## src/rtl/bank_lfb_if.sv

```systemverilog
// Bank linefill controller bus bundle: miss requests, BIU read channel, linefill buffer
// writes, fill completion, inflight bitmap, error and perf outputs.
interface bank_lfb_if #(
    parameter int IDX_WIDTH  = 6,
    parameter int ADDR_WIDTH = 32
);
    localparam int NLINES = 1 << IDX_WIDTH;

    logic                  miss_valid_i;
    logic                  miss_ready_o;
    logic [IDX_WIDTH-1:0]  miss_idx_i;
    logic [ADDR_WIDTH-1:0] miss_addr_i;

    logic                  biu_ar_valid_o;
    logic                  biu_ar_ready_i;
    logic [IDX_WIDTH-1:0]  biu_ar_id_o;
    logic [ADDR_WIDTH-1:0] biu_ar_addr_o;

    logic                  biu_r_valid_i;
    logic [IDX_WIDTH-1:0]  biu_r_id_i;
    logic                  biu_r_last_i;
    logic [127:0]          biu_r_data_i;

    logic                  lfb_wen_o;
    logic [IDX_WIDTH-1:0]  lfb_waddr_o;
    logic                  lfb_whalf_o;
    logic [127:0]          lfb_wdata_o;

    logic                  fill_done_valid_o;
    logic [IDX_WIDTH-1:0]  fill_done_id_o;
    logic [NLINES-1:0]     inflight_o;
    logic                  err_o;
    logic [31:0]           perf_miss_cnt_o;
    logic [31:0]           perf_dup_cnt_o;
    logic [31:0]           perf_stall_cnt_o;

    // slave: the linefill controller; master: the surrounding bank / test environment
    modport slave (
        input  miss_valid_i, miss_idx_i, miss_addr_i,
        input  biu_ar_ready_i,
        input  biu_r_valid_i, biu_r_id_i, biu_r_last_i, biu_r_data_i,
        output miss_ready_o,
        output biu_ar_valid_o, biu_ar_id_o, biu_ar_addr_o,
        output lfb_wen_o, lfb_waddr_o, lfb_whalf_o, lfb_wdata_o,
        output fill_done_valid_o, fill_done_id_o, inflight_o, err_o,
        output perf_miss_cnt_o, perf_dup_cnt_o, perf_stall_cnt_o
    );

    modport master (
        output miss_valid_i, miss_idx_i, miss_addr_i,
        output biu_ar_ready_i,
        output biu_r_valid_i, biu_r_id_i, biu_r_last_i, biu_r_data_i,
        input  miss_ready_o,
        input  biu_ar_valid_o, biu_ar_id_o, biu_ar_addr_o,
        input  lfb_wen_o, lfb_waddr_o, lfb_whalf_o, lfb_wdata_o,
        input  fill_done_valid_o, fill_done_id_o, inflight_o, err_o,
        input  perf_miss_cnt_o, perf_dup_cnt_o, perf_stall_cnt_o
    );
endinterface

```

## src/rtl/bank_lfb_ctrl.sv

```systemverilog
// Linefill controller for one cache bank: miss FIFO, BIU issue under an outstanding limit,
// two-beat return into the linefill buffer. Optional perf counters: BANK_LFB_PERF_CNT_EN.
module bank_lfb_ctrl #(
    parameter int IDX_WIDTH       = 6,
    parameter int FIFO_PTR_WIDTH  = 3,
    parameter int MAX_OUTSTANDING = 4,
    parameter int ADDR_WIDTH      = 32
) (
    input logic       clk_i,
    input logic       rst_ni,
    bank_lfb_if.slave bus
);
    localparam int DEPTH  = 1 << FIFO_PTR_WIDTH;
    localparam int NLINES = 1 << IDX_WIDTH;
    localparam int OUT_W  = $clog2(MAX_OUTSTANDING + 1);
    localparam logic [OUT_W-1:0]        OUT_MAX = OUT_W'(MAX_OUTSTANDING);
    localparam logic [OUT_W-1:0]        OUT_ONE = OUT_W'(1);
    localparam logic [FIFO_PTR_WIDTH:0] PTR_ONE = (FIFO_PTR_WIDTH+1)'(1);

    logic [IDX_WIDTH-1:0]    fifo_idx  [DEPTH];
    logic [ADDR_WIDTH-1:0]   fifo_addr [DEPTH];
    logic [FIFO_PTR_WIDTH:0] wr_ptr, rd_ptr;
    logic                    empty, full;

    logic [OUT_W-1:0]        outstanding;
    logic                    beat_cnt;
    logic [NLINES-1:0]       inflight, inflight_nxt;
    logic                    err;
    logic                    done_vld;
    logic [IDX_WIDTH-1:0]    done_id;

    logic miss_acc, miss_dup, clr_hit, push;
    logic ar_valid, ar_fire;
    logic r_inflight, r_bad, r_good, fill_done;

    assign empty = (wr_ptr == rd_ptr);
    assign full  = (wr_ptr[FIFO_PTR_WIDTH] != rd_ptr[FIFO_PTR_WIDTH]) &&
                   (wr_ptr[FIFO_PTR_WIDTH-1:0] == rd_ptr[FIFO_PTR_WIDTH-1:0]);

    // Return path: a beat is bad if its line is not inflight or its last flag is out of place
    assign r_inflight = inflight[bus.biu_r_id_i];
    assign r_bad      = bus.biu_r_valid_i &
                        (~r_inflight | (~beat_cnt & bus.biu_r_last_i) | (beat_cnt & ~bus.biu_r_last_i));
    assign r_good     = bus.biu_r_valid_i & ~r_bad;
    assign fill_done  = r_good & beat_cnt;

    // A line completing this cycle is free again, so a miss to it is a fresh request
    assign miss_acc = bus.miss_valid_i & ~full;
    assign clr_hit  = fill_done & (bus.biu_r_id_i == bus.miss_idx_i);
    assign miss_dup = inflight[bus.miss_idx_i] & ~clr_hit;
    assign push     = miss_acc & ~miss_dup;

    assign ar_valid = ~empty & (outstanding < OUT_MAX);
    assign ar_fire  = ar_valid & bus.biu_ar_ready_i;

    always_comb begin
        inflight_nxt = inflight;
        if (fill_done) inflight_nxt[bus.biu_r_id_i] = 1'b0;
        if (push)      inflight_nxt[bus.miss_idx_i] = 1'b1;
    end

    always_ff @(posedge clk_i or negedge rst_ni) begin
        if (!rst_ni) begin
            wr_ptr      <= '0;
            rd_ptr      <= '0;
            for (int i = 0; i < DEPTH; i++) begin
                fifo_idx[i]  <= '0;
                fifo_addr[i] <= '0;
            end
            outstanding <= '0;
            beat_cnt    <= 1'b0;
            inflight    <= '0;
            err         <= 1'b0;
            done_vld    <= 1'b0;
            done_id     <= '0;
        end else begin
            if (push) begin
                fifo_idx[wr_ptr[FIFO_PTR_WIDTH-1:0]]  <= bus.miss_idx_i;
                fifo_addr[wr_ptr[FIFO_PTR_WIDTH-1:0]] <= bus.miss_addr_i;
                wr_ptr <= wr_ptr + PTR_ONE;
            end
            if (ar_fire) rd_ptr <= rd_ptr + PTR_ONE;

            case ({ar_fire, fill_done && (outstanding != '0)})
                2'b10:   outstanding <= outstanding + OUT_ONE;
                2'b01:   outstanding <= outstanding - OUT_ONE;
                default: outstanding <= outstanding;
            endcase

            // Good beat 0 advances; good beat 1 or any bad beat returns to 0
            if (bus.biu_r_valid_i) beat_cnt <= r_good & ~beat_cnt;

            inflight <= inflight_nxt;
            err      <= err | r_bad;
            done_vld <= fill_done;
            if (fill_done) done_id <= bus.biu_r_id_i;
        end
    end

    assign bus.miss_ready_o      = ~full;
    assign bus.biu_ar_valid_o    = ar_valid;
    assign bus.biu_ar_id_o       = fifo_idx[rd_ptr[FIFO_PTR_WIDTH-1:0]];
    assign bus.biu_ar_addr_o     = fifo_addr[rd_ptr[FIFO_PTR_WIDTH-1:0]];
    assign bus.lfb_wen_o         = r_good;
    assign bus.lfb_waddr_o       = bus.biu_r_id_i;
    assign bus.lfb_whalf_o       = beat_cnt;
    assign bus.lfb_wdata_o       = bus.biu_r_data_i;
    assign bus.fill_done_valid_o = done_vld;
    assign bus.fill_done_id_o    = done_id;
    assign bus.inflight_o        = inflight;
    assign bus.err_o             = err;

`ifdef BANK_LFB_PERF_CNT_EN
    logic [31:0] perf_miss, perf_dup, perf_stall;

    always_ff @(posedge clk_i or negedge rst_ni) begin
        if (!rst_ni) begin
            perf_miss  <= '0;
            perf_dup   <= '0;
            perf_stall <= '0;
        end else begin
            if (push && (perf_miss != '1))                 perf_miss  <= perf_miss + 32'd1;
            if (miss_acc && miss_dup && (perf_dup != '1))  perf_dup   <= perf_dup + 32'd1;
            if (ar_valid && !bus.biu_ar_ready_i && (perf_stall != '1))
                perf_stall <= perf_stall + 32'd1;
        end
    end

    assign bus.perf_miss_cnt_o  = perf_miss;
    assign bus.perf_dup_cnt_o   = perf_dup;
    assign bus.perf_stall_cnt_o = perf_stall;
`else
    assign bus.perf_miss_cnt_o  = '0;
    assign bus.perf_dup_cnt_o   = '0;
    assign bus.perf_stall_cnt_o = '0;
`endif

endmodule

```

## src/flat_wrapper.sv

```systemverilog
// flat-port wrapper written by rule: the top's interface ports become plain ports
module bank_lfb_ctrl_flat 
#(
    parameter int IDX_WIDTH       = 6,
    parameter int FIFO_PTR_WIDTH  = 3,
    parameter int MAX_OUTSTANDING = 4,
    parameter int ADDR_WIDTH      = 32
)
  (clk_i, rst_ni, bus_miss_valid_i, bus_miss_idx_i, bus_miss_addr_i, bus_biu_ar_ready_i, bus_biu_r_valid_i, bus_biu_r_id_i, bus_biu_r_last_i, bus_biu_r_data_i, bus_miss_ready_o, bus_biu_ar_valid_o, bus_biu_ar_id_o, bus_biu_ar_addr_o, bus_lfb_wen_o, bus_lfb_waddr_o, bus_lfb_whalf_o, bus_lfb_wdata_o, bus_fill_done_valid_o, bus_fill_done_id_o, bus_inflight_o, bus_err_o, bus_perf_miss_cnt_o, bus_perf_dup_cnt_o, bus_perf_stall_cnt_o);
  bank_lfb_if #(.IDX_WIDTH(IDX_WIDTH), .ADDR_WIDTH(ADDR_WIDTH)) bus_i ();
  input logic clk_i;
  input logic rst_ni;
  input wire logic [$bits(bus_i.miss_valid_i)-1:0] bus_miss_valid_i;
  input wire logic [$bits(bus_i.miss_idx_i)-1:0] bus_miss_idx_i;
  input wire logic [$bits(bus_i.miss_addr_i)-1:0] bus_miss_addr_i;
  input wire logic [$bits(bus_i.biu_ar_ready_i)-1:0] bus_biu_ar_ready_i;
  input wire logic [$bits(bus_i.biu_r_valid_i)-1:0] bus_biu_r_valid_i;
  input wire logic [$bits(bus_i.biu_r_id_i)-1:0] bus_biu_r_id_i;
  input wire logic [$bits(bus_i.biu_r_last_i)-1:0] bus_biu_r_last_i;
  input wire logic [$bits(bus_i.biu_r_data_i)-1:0] bus_biu_r_data_i;
  output wire logic [$bits(bus_i.miss_ready_o)-1:0] bus_miss_ready_o;
  output wire logic [$bits(bus_i.biu_ar_valid_o)-1:0] bus_biu_ar_valid_o;
  output wire logic [$bits(bus_i.biu_ar_id_o)-1:0] bus_biu_ar_id_o;
  output wire logic [$bits(bus_i.biu_ar_addr_o)-1:0] bus_biu_ar_addr_o;
  output wire logic [$bits(bus_i.lfb_wen_o)-1:0] bus_lfb_wen_o;
  output wire logic [$bits(bus_i.lfb_waddr_o)-1:0] bus_lfb_waddr_o;
  output wire logic [$bits(bus_i.lfb_whalf_o)-1:0] bus_lfb_whalf_o;
  output wire logic [$bits(bus_i.lfb_wdata_o)-1:0] bus_lfb_wdata_o;
  output wire logic [$bits(bus_i.fill_done_valid_o)-1:0] bus_fill_done_valid_o;
  output wire logic [$bits(bus_i.fill_done_id_o)-1:0] bus_fill_done_id_o;
  output wire logic [$bits(bus_i.inflight_o)-1:0] bus_inflight_o;
  output wire logic [$bits(bus_i.err_o)-1:0] bus_err_o;
  output wire logic [$bits(bus_i.perf_miss_cnt_o)-1:0] bus_perf_miss_cnt_o;
  output wire logic [$bits(bus_i.perf_dup_cnt_o)-1:0] bus_perf_dup_cnt_o;
  output wire logic [$bits(bus_i.perf_stall_cnt_o)-1:0] bus_perf_stall_cnt_o;
  assign bus_i.miss_valid_i = bus_miss_valid_i;
  assign bus_i.miss_idx_i = bus_miss_idx_i;
  assign bus_i.miss_addr_i = bus_miss_addr_i;
  assign bus_i.biu_ar_ready_i = bus_biu_ar_ready_i;
  assign bus_i.biu_r_valid_i = bus_biu_r_valid_i;
  assign bus_i.biu_r_id_i = bus_biu_r_id_i;
  assign bus_i.biu_r_last_i = bus_biu_r_last_i;
  assign bus_i.biu_r_data_i = bus_biu_r_data_i;
  assign bus_miss_ready_o = bus_i.miss_ready_o;
  assign bus_biu_ar_valid_o = bus_i.biu_ar_valid_o;
  assign bus_biu_ar_id_o = bus_i.biu_ar_id_o;
  assign bus_biu_ar_addr_o = bus_i.biu_ar_addr_o;
  assign bus_lfb_wen_o = bus_i.lfb_wen_o;
  assign bus_lfb_waddr_o = bus_i.lfb_waddr_o;
  assign bus_lfb_whalf_o = bus_i.lfb_whalf_o;
  assign bus_lfb_wdata_o = bus_i.lfb_wdata_o;
  assign bus_fill_done_valid_o = bus_i.fill_done_valid_o;
  assign bus_fill_done_id_o = bus_i.fill_done_id_o;
  assign bus_inflight_o = bus_i.inflight_o;
  assign bus_err_o = bus_i.err_o;
  assign bus_perf_miss_cnt_o = bus_i.perf_miss_cnt_o;
  assign bus_perf_dup_cnt_o = bus_i.perf_dup_cnt_o;
  assign bus_perf_stall_cnt_o = bus_i.perf_stall_cnt_o;
  bank_lfb_ctrl #(.IDX_WIDTH(IDX_WIDTH), .FIFO_PTR_WIDTH(FIFO_PTR_WIDTH), .MAX_OUTSTANDING(MAX_OUTSTANDING), .ADDR_WIDTH(ADDR_WIDTH)) u_core (.clk_i(clk_i), .rst_ni(rst_ni), .bus(bus_i));
endmodule
```

## config.mk

```make
export PLATFORM = sky130hd
export DESIGN_NAME = bank_lfb_ctrl_flat
export DESIGN_NICKNAME = d
export VERILOG_FILES = /design/src/rtl/bank_lfb_if.sv /design/src/rtl/bank_lfb_ctrl.sv /design/src/flat_wrapper.sv
export SDC_FILE = /design/constraint.sdc
export NUM_CORES = 1
export LEC_CHECK = 0
export ABC_CLOCK_PERIOD_IN_PS = 4500
export CORE_ASPECT_RATIO = 0.9
export CORE_MARGIN = 2
export CORE_UTILIZATION = 54
export CTS_BUF_LIST = sky130_fd_sc_hd__clkbuf_16
export CTS_CLUSTER_DIAMETER = 30
export CTS_CLUSTER_SIZE = 20
export DETAILED_ROUTE_END_ITERATION = 8
export GPL_TIMING_DRIVEN = 0
export MAX_ROUTING_LAYER = met4
export PLACE_DENSITY = 0.87
export SYNTH_ARGS = -nofsm -noshare
export SYNTH_HDL_FRONTEND = slang
export SYNTH_SLANG_ARGS = --single-unit
```

## constraint.sdc

```tcl
create_clock -name clk_i -period 4.5 [get_ports clk_i]
set_input_delay 0.675 -clock clk_i [delete_from_list [all_inputs] [get_ports clk_i]]
set_output_delay 0.675 -clock clk_i [all_outputs]
set_load 0.05 [all_outputs]
```

== Word-level counts from Yosys, hierarchy flattened ==
Index checks and enable logic that the tools add are counted.

* Output and inout bits: 344
* Flip-flop bits (word level): 388
* Memories: 0
* Latch bits: 0
* Memory bits (writable): 0
* Input port bits: 178
* ROM bits: 0

* Divide/modulo/power cells: 0
* $lt $le $gt $ge: 8
* $mul: 0
* Reduce and logical (&&, ||, !) cells: 7
* Add/subtract/negate cells: 4
* Eq/ne operators: 6
* Bitwise logic cells: 28
* Muxes and demuxes: 23
* Shift-type cells: 0

{| class="wikitable"
|+ Operators with widths
! kind !! number
|-
| 256-bit bitwise mux || 1
|-
| 64-bit two-way mux || 2
|-
| 32-bit binary-select mux with 3-bit select || 1
|-
| 32-bit demux with 3-bit select || 1
|-
| 32-bit two-way mux || 3
|-
| 64-bit AND || 1
|-
| 64-bit inverter || 1
|-
| 64-bit bitwise OR || 1
|-
| 48-bit bitwise mux || 1
|-
| 6-bit binary-select mux with 3-bit select || 1
|-
| 6-bit demux with 3-bit select || 1
|-
| 6-bit two-way mux || 3
|-
| 6-bit by 7-bit less-than comparator with 1-bit output (second input constant) || 2
|-
| 1-bit AND || 12
|-
| 1-bit binary-select mux with 6-bit select || 2
|-
| 1-bit demux with 6-bit select || 2
|-
| 6-bit by 1-bit greater-or-equal comparator with 1-bit output (second input constant) || 2
|-
| 4-bit by 1-bit adder with 4-bit output (second input constant) || 2
|-
| 4-bit greater-or-equal comparator (second input constant) || 2
|-
| 1-bit inverter || 8
|-
| 3-bit inverter with 4-bit output || 2
|-
| 6-bit equality test || 1
|-
| 3-bit one-hot mux with 2 select lines || 1
|-
| 1-bit logical AND || 5
|-
| other kinds (13) || 18
|}

== Longest topological paths before layout ==
Gate-level depths: netlist of the first run.

* Depth in word-level cells: 15
* Depth in mapped cells: 17
* Depth with buffers taken out: 13

== Worst setup path after synthesis of the first run ==
OpenSTA, ideal clock, no wires.

* Kind: input -> register
* Start: in bus_biu_r_id_i[0]
* End: reg u_core.outstanding[2]
* Arrival time: 3.471 ns
* Path slack: 0.949 ns
* Data required time: 4.421 ns
* Stages: 17
* Cell sequence: buf_2 buf_2 nor2b_1 a22oi_1 a2111oi_0 nor3_1 nand4_1 nand2b_1 clkbuf_1 clkbuf_1 nor2_1 ha_1 inv_1 fa_1 xor2_1 nor2_1 xor2_1

* Cells in the longest elaborated chain, start to end: 12

{| class="wikitable"
|+ Ends and longest elaborated chain
! element !! RTL line !! text
|-
| from (decl) || flat_wrapper.sv:18 || <nowiki>input wire logic [$bits(bus_i.biu_r_id_i)-1:0] bus_biu_r_id_i;</nowiki>
|-
| 1-bit binary-select mux with 6-bit select (*) || bank_lfb_ctrl.sv:41 || <nowiki>assign r_inflight = inflight[bus.biu_r_id_i];</nowiki>
|-
| 1-bit two-way mux (not written as such) (*) || bank_lfb_ctrl.sv:41 ||
|-
| 1-bit inverter (*) || bank_lfb_ctrl.sv:43 || <nowiki>(~r_inflight | (~beat_cnt & bus.biu_r_last_i) | (beat_cnt & ~bus.biu_r_last_i));</nowiki>
|-
| 1-bit bitwise OR (*) (2 in series) || bank_lfb_ctrl.sv:43 ||
|-
| 1-bit AND (*) || bank_lfb_ctrl.sv:42 || <nowiki>assign r_bad = bus.biu_r_valid_i &</nowiki>
|-
| 1-bit inverter (*) || bank_lfb_ctrl.sv:44 || <nowiki>assign r_good = bus.biu_r_valid_i & ~r_bad;</nowiki>
|-
| 1-bit AND (*) || bank_lfb_ctrl.sv:44 ||
|-
| 1-bit AND (*) || bank_lfb_ctrl.sv:45 || <nowiki>assign fill_done = r_good & beat_cnt;</nowiki>
|-
| 1-bit logical AND (*) || bank_lfb_ctrl.sv:84 || <nowiki>case ({ar_fire, fill_done && (outstanding != '0)})</nowiki>
|-
| 2-bit by 1-bit equality test with 1-bit output or 2-bit equality test (tied branches) || bank_lfb_ctrl.sv:84 ||
|-
| 3-bit one-hot mux with 2 select lines or 2-bit nonzero test (tied branches) || - ||
|-
| to (signal assigned) || bank_lfb_ctrl.sv:85 || <nowiki>2'b10: outstanding <= outstanding + OUT_ONE;</nowiki>
|-
| to (signal assigned) || bank_lfb_ctrl.sv:86 || <nowiki>2'b01: outstanding <= outstanding - OUT_ONE;</nowiki>
|-
| to (signal assigned) || bank_lfb_ctrl.sv:87 || <nowiki>default: outstanding <= outstanding;</nowiki>
|-
| to (decl) || bank_lfb_ctrl.sv:25 || <nowiki>logic [OUT_W-1:0] outstanding;</nowiki>
|}

Every way passes the cells marked *; elsewhere a longest branch is shown, timed or not. The select of a mux whose other input is x is not followed.
A chain may end at the register's enable or synchronous reset.

== Worst setup path in the final report of the first run ==
* Start: reg u_core.rd_ptr[0]
* End: out bus_biu_ar_addr_o[28]

* Cells in the longest elaborated chain, start to end: 4

{| class="wikitable"
|+ Ends and longest elaborated chain
! element !! RTL line !! text
|-
| from (decl) || bank_lfb_ctrl.sv:22 || <nowiki>logic [FIFO_PTR_WIDTH:0] wr_ptr, rd_ptr;</nowiki>
|-
| from (signal assigned) || bank_lfb_ctrl.sv:82 || <nowiki>if (ar_fire) rd_ptr <= rd_ptr + PTR_ONE;</nowiki>
|-
| 3-bit inverter with 4-bit output (not written as such) || bank_lfb_ctrl.sv:103 || <nowiki>assign bus.biu_ar_addr_o = fifo_addr[rd_ptr[FIFO_PTR_WIDTH-1:0]];</nowiki>
|-
| 32-bit binary-select mux with 3-bit select || bank_lfb_ctrl.sv:103 ||
|-
| 32-bit two-way mux (not written as such) (2 in series) || bank_lfb_ctrl.sv:103 ||
|-
| to (decl) || flat_wrapper.sv:24 || <nowiki>output wire logic [$bits(bus_i.biu_ar_addr_o)-1:0] bus_biu_ar_addr_o;</nowiki>
|}

Every way passes these cells. The select of a mux whose other input is x is not followed.

==> run metrics, run 1 <==
outcome=complete, but fails checks; failing checks=negative setup slack; Min-Delay Path Class=in -> async; initial drt markers=1,908; Die Y=190.1 µm; cts repair resizes=31; Site Rows=68; WP data arrival=3880 ps; Avg WL per Cell=27.30 µm; Synth warnings=0; clock skew=33.76 ps; hold_buf cts=0; total core area=0.03812 mm²; sequential-to-total area share from yosys stat=46.71%; H-tree Lvls=3; flops & latches, synth=388; I/O Pins=522; Synth top area share=46.71%; FMAX=0.2194 GHz; Reg-to-Reg End=u_core.fifo_addr[50]; Detail Route Antenna Nets=0; vias in the first global route=17,030; final hold viol count=0; TritonCTS clock tree=built; mapped cell area=0.02078 mm²; DR vias=16,850; unrepaired setup endpoints after global routing=yes; Nets=2,263; Psw=9.274 mW; grt ovf=0; Tot GR Track Use=36.71%; min setup slack post-route=-58.32 ps; Vias per Instance=6.371; reg-to-reg setup timing slack=770 ps; Mean Syn Cell Area=12.95 µm²; drt total wl=72,180 µm; CP required=3830 ps; layout cells sized above 1=35.18%; post-CTS setup buffers=0; placed cell count=2,485; dpl hpwl=45,850 µm; maximum clock insertion buffer count=3; clock sink count=388; met1 global-route usage=45.31%; cts bufs inserted=85; MaxCap Viol Count=0; Flop pwr share=27.1%; worst r2r src=u_core.bus.inflight_o[6]; final setup fails=11; largest net degree at the start of global routing=131; worst hold slack=57.62 ps; Crit Path Category=reg -> out; grt met2 use=56.13%; met3 Use GR=10.96%; period utilization=101.3%; min cycle time layout=4558 ps; Fillers=2,326; CP Max Fanout=10; fin. max-slew vios=0; Least-Margin Pin Slew=943.1 ps; top-count cell post-synth=dfrtp_1; PwrDens=824.8 mW/mm²; Synth area leader=dfrtp_1; GP Congestion=1.030; Leak=12.24 nW; worst reg2reg path depth=11; CP Capture Type=primary output; die width=210.8 µm; area growth from synthesis to layout=33.77%; Worst setup SP type=flop; antenna violations before repair=1; Sum Neg Setup Slack=-263.3 ps; Primary FF master, synth=dfrtp_1; Max IR drop VDD=0.5413 mV; Mapped Cells=1,605; combinational share of power=44.4%; drt first pass iters=8; CTS Root Cell=clkbuf_16; Cell variety after synth=59; die area=0.04008 mm²; Clock Power Share=28.4%; Initial Util=54.53%; Synth area leaders=dfrtp_1 (47%), mux4_2 (9.1%), buf_4 (8.5%); EDFF count, synth=0; Async SR Flop Fraction=100.0%; Post-Layout Cell Count=2,644; Sw Share=40.44%; relative slew slack=37.13%; IO Port Bufs=292; Internal=13.66 mW; Worst-path clk slew=60 ps; GRT Max-Usage Layer=met2; clk_lat worst skew=630 ps; synth cell count leaders=dfrtp_1 (388), buf_4 (234), o2bb2ai_1 (155), mux2_2 (126), o31ai_1 (91); post-route DRC violation count=0; first-pass GRT wire length=107,200 µm
-- worst max-delay path, cell delays in order (launching register included) --
cell	delay, ps
dfrtp_1	350
clkbuf_1	440
buf_4	380
buf_2	440
mux4_2	610
mux2_2	310
clkdlybuf4s50_1	720
-- layer usage --
layer	part of all wire (%)	wire [µm]
met5	0	0
met4	5.3	3811
met3	11	8001
met2	47	34150
met1	36	26210
-- cells by family (layout without fill, tap and decap cells) --
| logic type | Yosys count | after routing | synth area share (%) |
|---|---|---|---|
| flops | 388 | 388 | 46.71 |
| buf+inv | 379 | 831 | 11.84 |
| compound gates | 352 | 352 | 13.92 |
| mux | 310 | 310 | 22.68 |
| simple gates | 151 | 151 | 3.714 |
| xor+xnor | 20 | 20 | 0.8427 |
| fa+ha+maj | 4 | 4 | 0.2769 |
| other cells | 1 | 98 | 0.01804 |
-- metrics by stage --
step | util, % | worst slack [ps] | instance area (µm²) | power, mW
4_1_cts | 72.92 | 17.19 | 27790 | 22.72
5_1_grt | 72.94 | -84.44 | 27800 | 23.57
2_1_floorplan | - | 949.4 | 21140 | 12.88
3_5_place_dp | 64.97 | -881.5 | 24770 | 15.89
3_3_place_gp | 64.74 | -13360 | 24680 | 15.55
6_report | 72.95 | -58.32 | 27800 | 22.93
-- registers in the layout, summed over array words and instances, names as in the netlist --
| name | flops |
|---|---|
| u_core.bus.err_o | 1 |
| u_core.rd_ptr | 4 |
| u_core.fifo_idx | 48 |
| u_core.bus.lfb_whalf_o | 1 |
| u_core.bus.fill_done_id_o | 6 |
| u_core.outstanding | 3 |
| u_core.bus.inflight_o | 64 |
| u_core.bus.fill_done_valid_o | 1 |
| u_core.fifo_addr | 256 |
| u_core.wr_ptr | 4 |
-- worst max path at each step --
stage | startpoint | end | slack (ps)
after global placement | rst_ni | u_core.fifo_addr[211] | -13360
after detailed placement | bus_biu_r_id_i[2] | u_core.outstanding[2] | -880
after floorplan | bus_biu_r_id_i[0] | u_core.outstanding[2] | 950
after CTS | u_core.rd_ptr[0] | bus_biu_ar_addr_o[28] | 20
after global routing | u_core.rd_ptr[0] | bus_biu_ar_id_o[0] | -80
final | u_core.rd_ptr[0] | bus_biu_ar_addr_o[28] | -60
-- power groups by stage --
stage	clock, mW	combinational (mW)	sequential, mW
floorplan	0	6.60	6.28
global placement	0	9.61	5.94
detailed placement	0	9.85	6.05
CTS	6.53	10.1	6.12
global route	6.72	10.6	6.30
finish	6.52	10.2	6.22
-- area by class of cell --
type                            instances  area (µm²)  area share [%]
Sequential cell                       388        9709           34.92
Multi-Input combinational cell        933        8976           32.28
Timing Repair Buffer                  295        3012           10.83
Buffer                                369        2470           8.883
Clock buffer                           87        2177           7.830
Clock inverter                         71       808.3           2.907
Tap cell                              490       613.1           2.205
Inverter                                9       33.78          0.1215
Antenna cell                            2       5.005         0.01800
-- cells in the final DEF, fill, tap and decap left out, drive strengths merged, types with 15 or more instances in the layout --
| cell | count |
|---|---|
| mux2i | 19 |
| mux2 | 207 |
| clkbuf | 148 |
| o2bb2ai | 155 |
| nand2b | 15 |
| nand2 | 63 |
| mux4 | 84 |
| inv | 41 |
| clkdlybuf4s50 | 290 |
| dfrtp | 388 |
| nor2 | 16 |
| conb | 96 |
| o41ai | 30 |
| clkinv | 20 |
| buf | 308 |
| o31ai | 96 |
Note: power is estimated with default switching activity, not from simulation.
==> run 2, diff against run 1 <==
--- a/config.mk
+++ b/config.mk
@@ -6,6 +6,7 @@
 export NUM_CORES = 1
 export LEC_CHECK = 0
 export ABC_CLOCK_PERIOD_IN_PS = 4500
+export CAP_MARGIN = 25
 export CORE_ASPECT_RATIO = 0.9
 export CORE_MARGIN = 2
 export CORE_UTILIZATION = 54
==> results of run 2 <==
The final DEF is identical to that of run 1; final timing and power are the same.
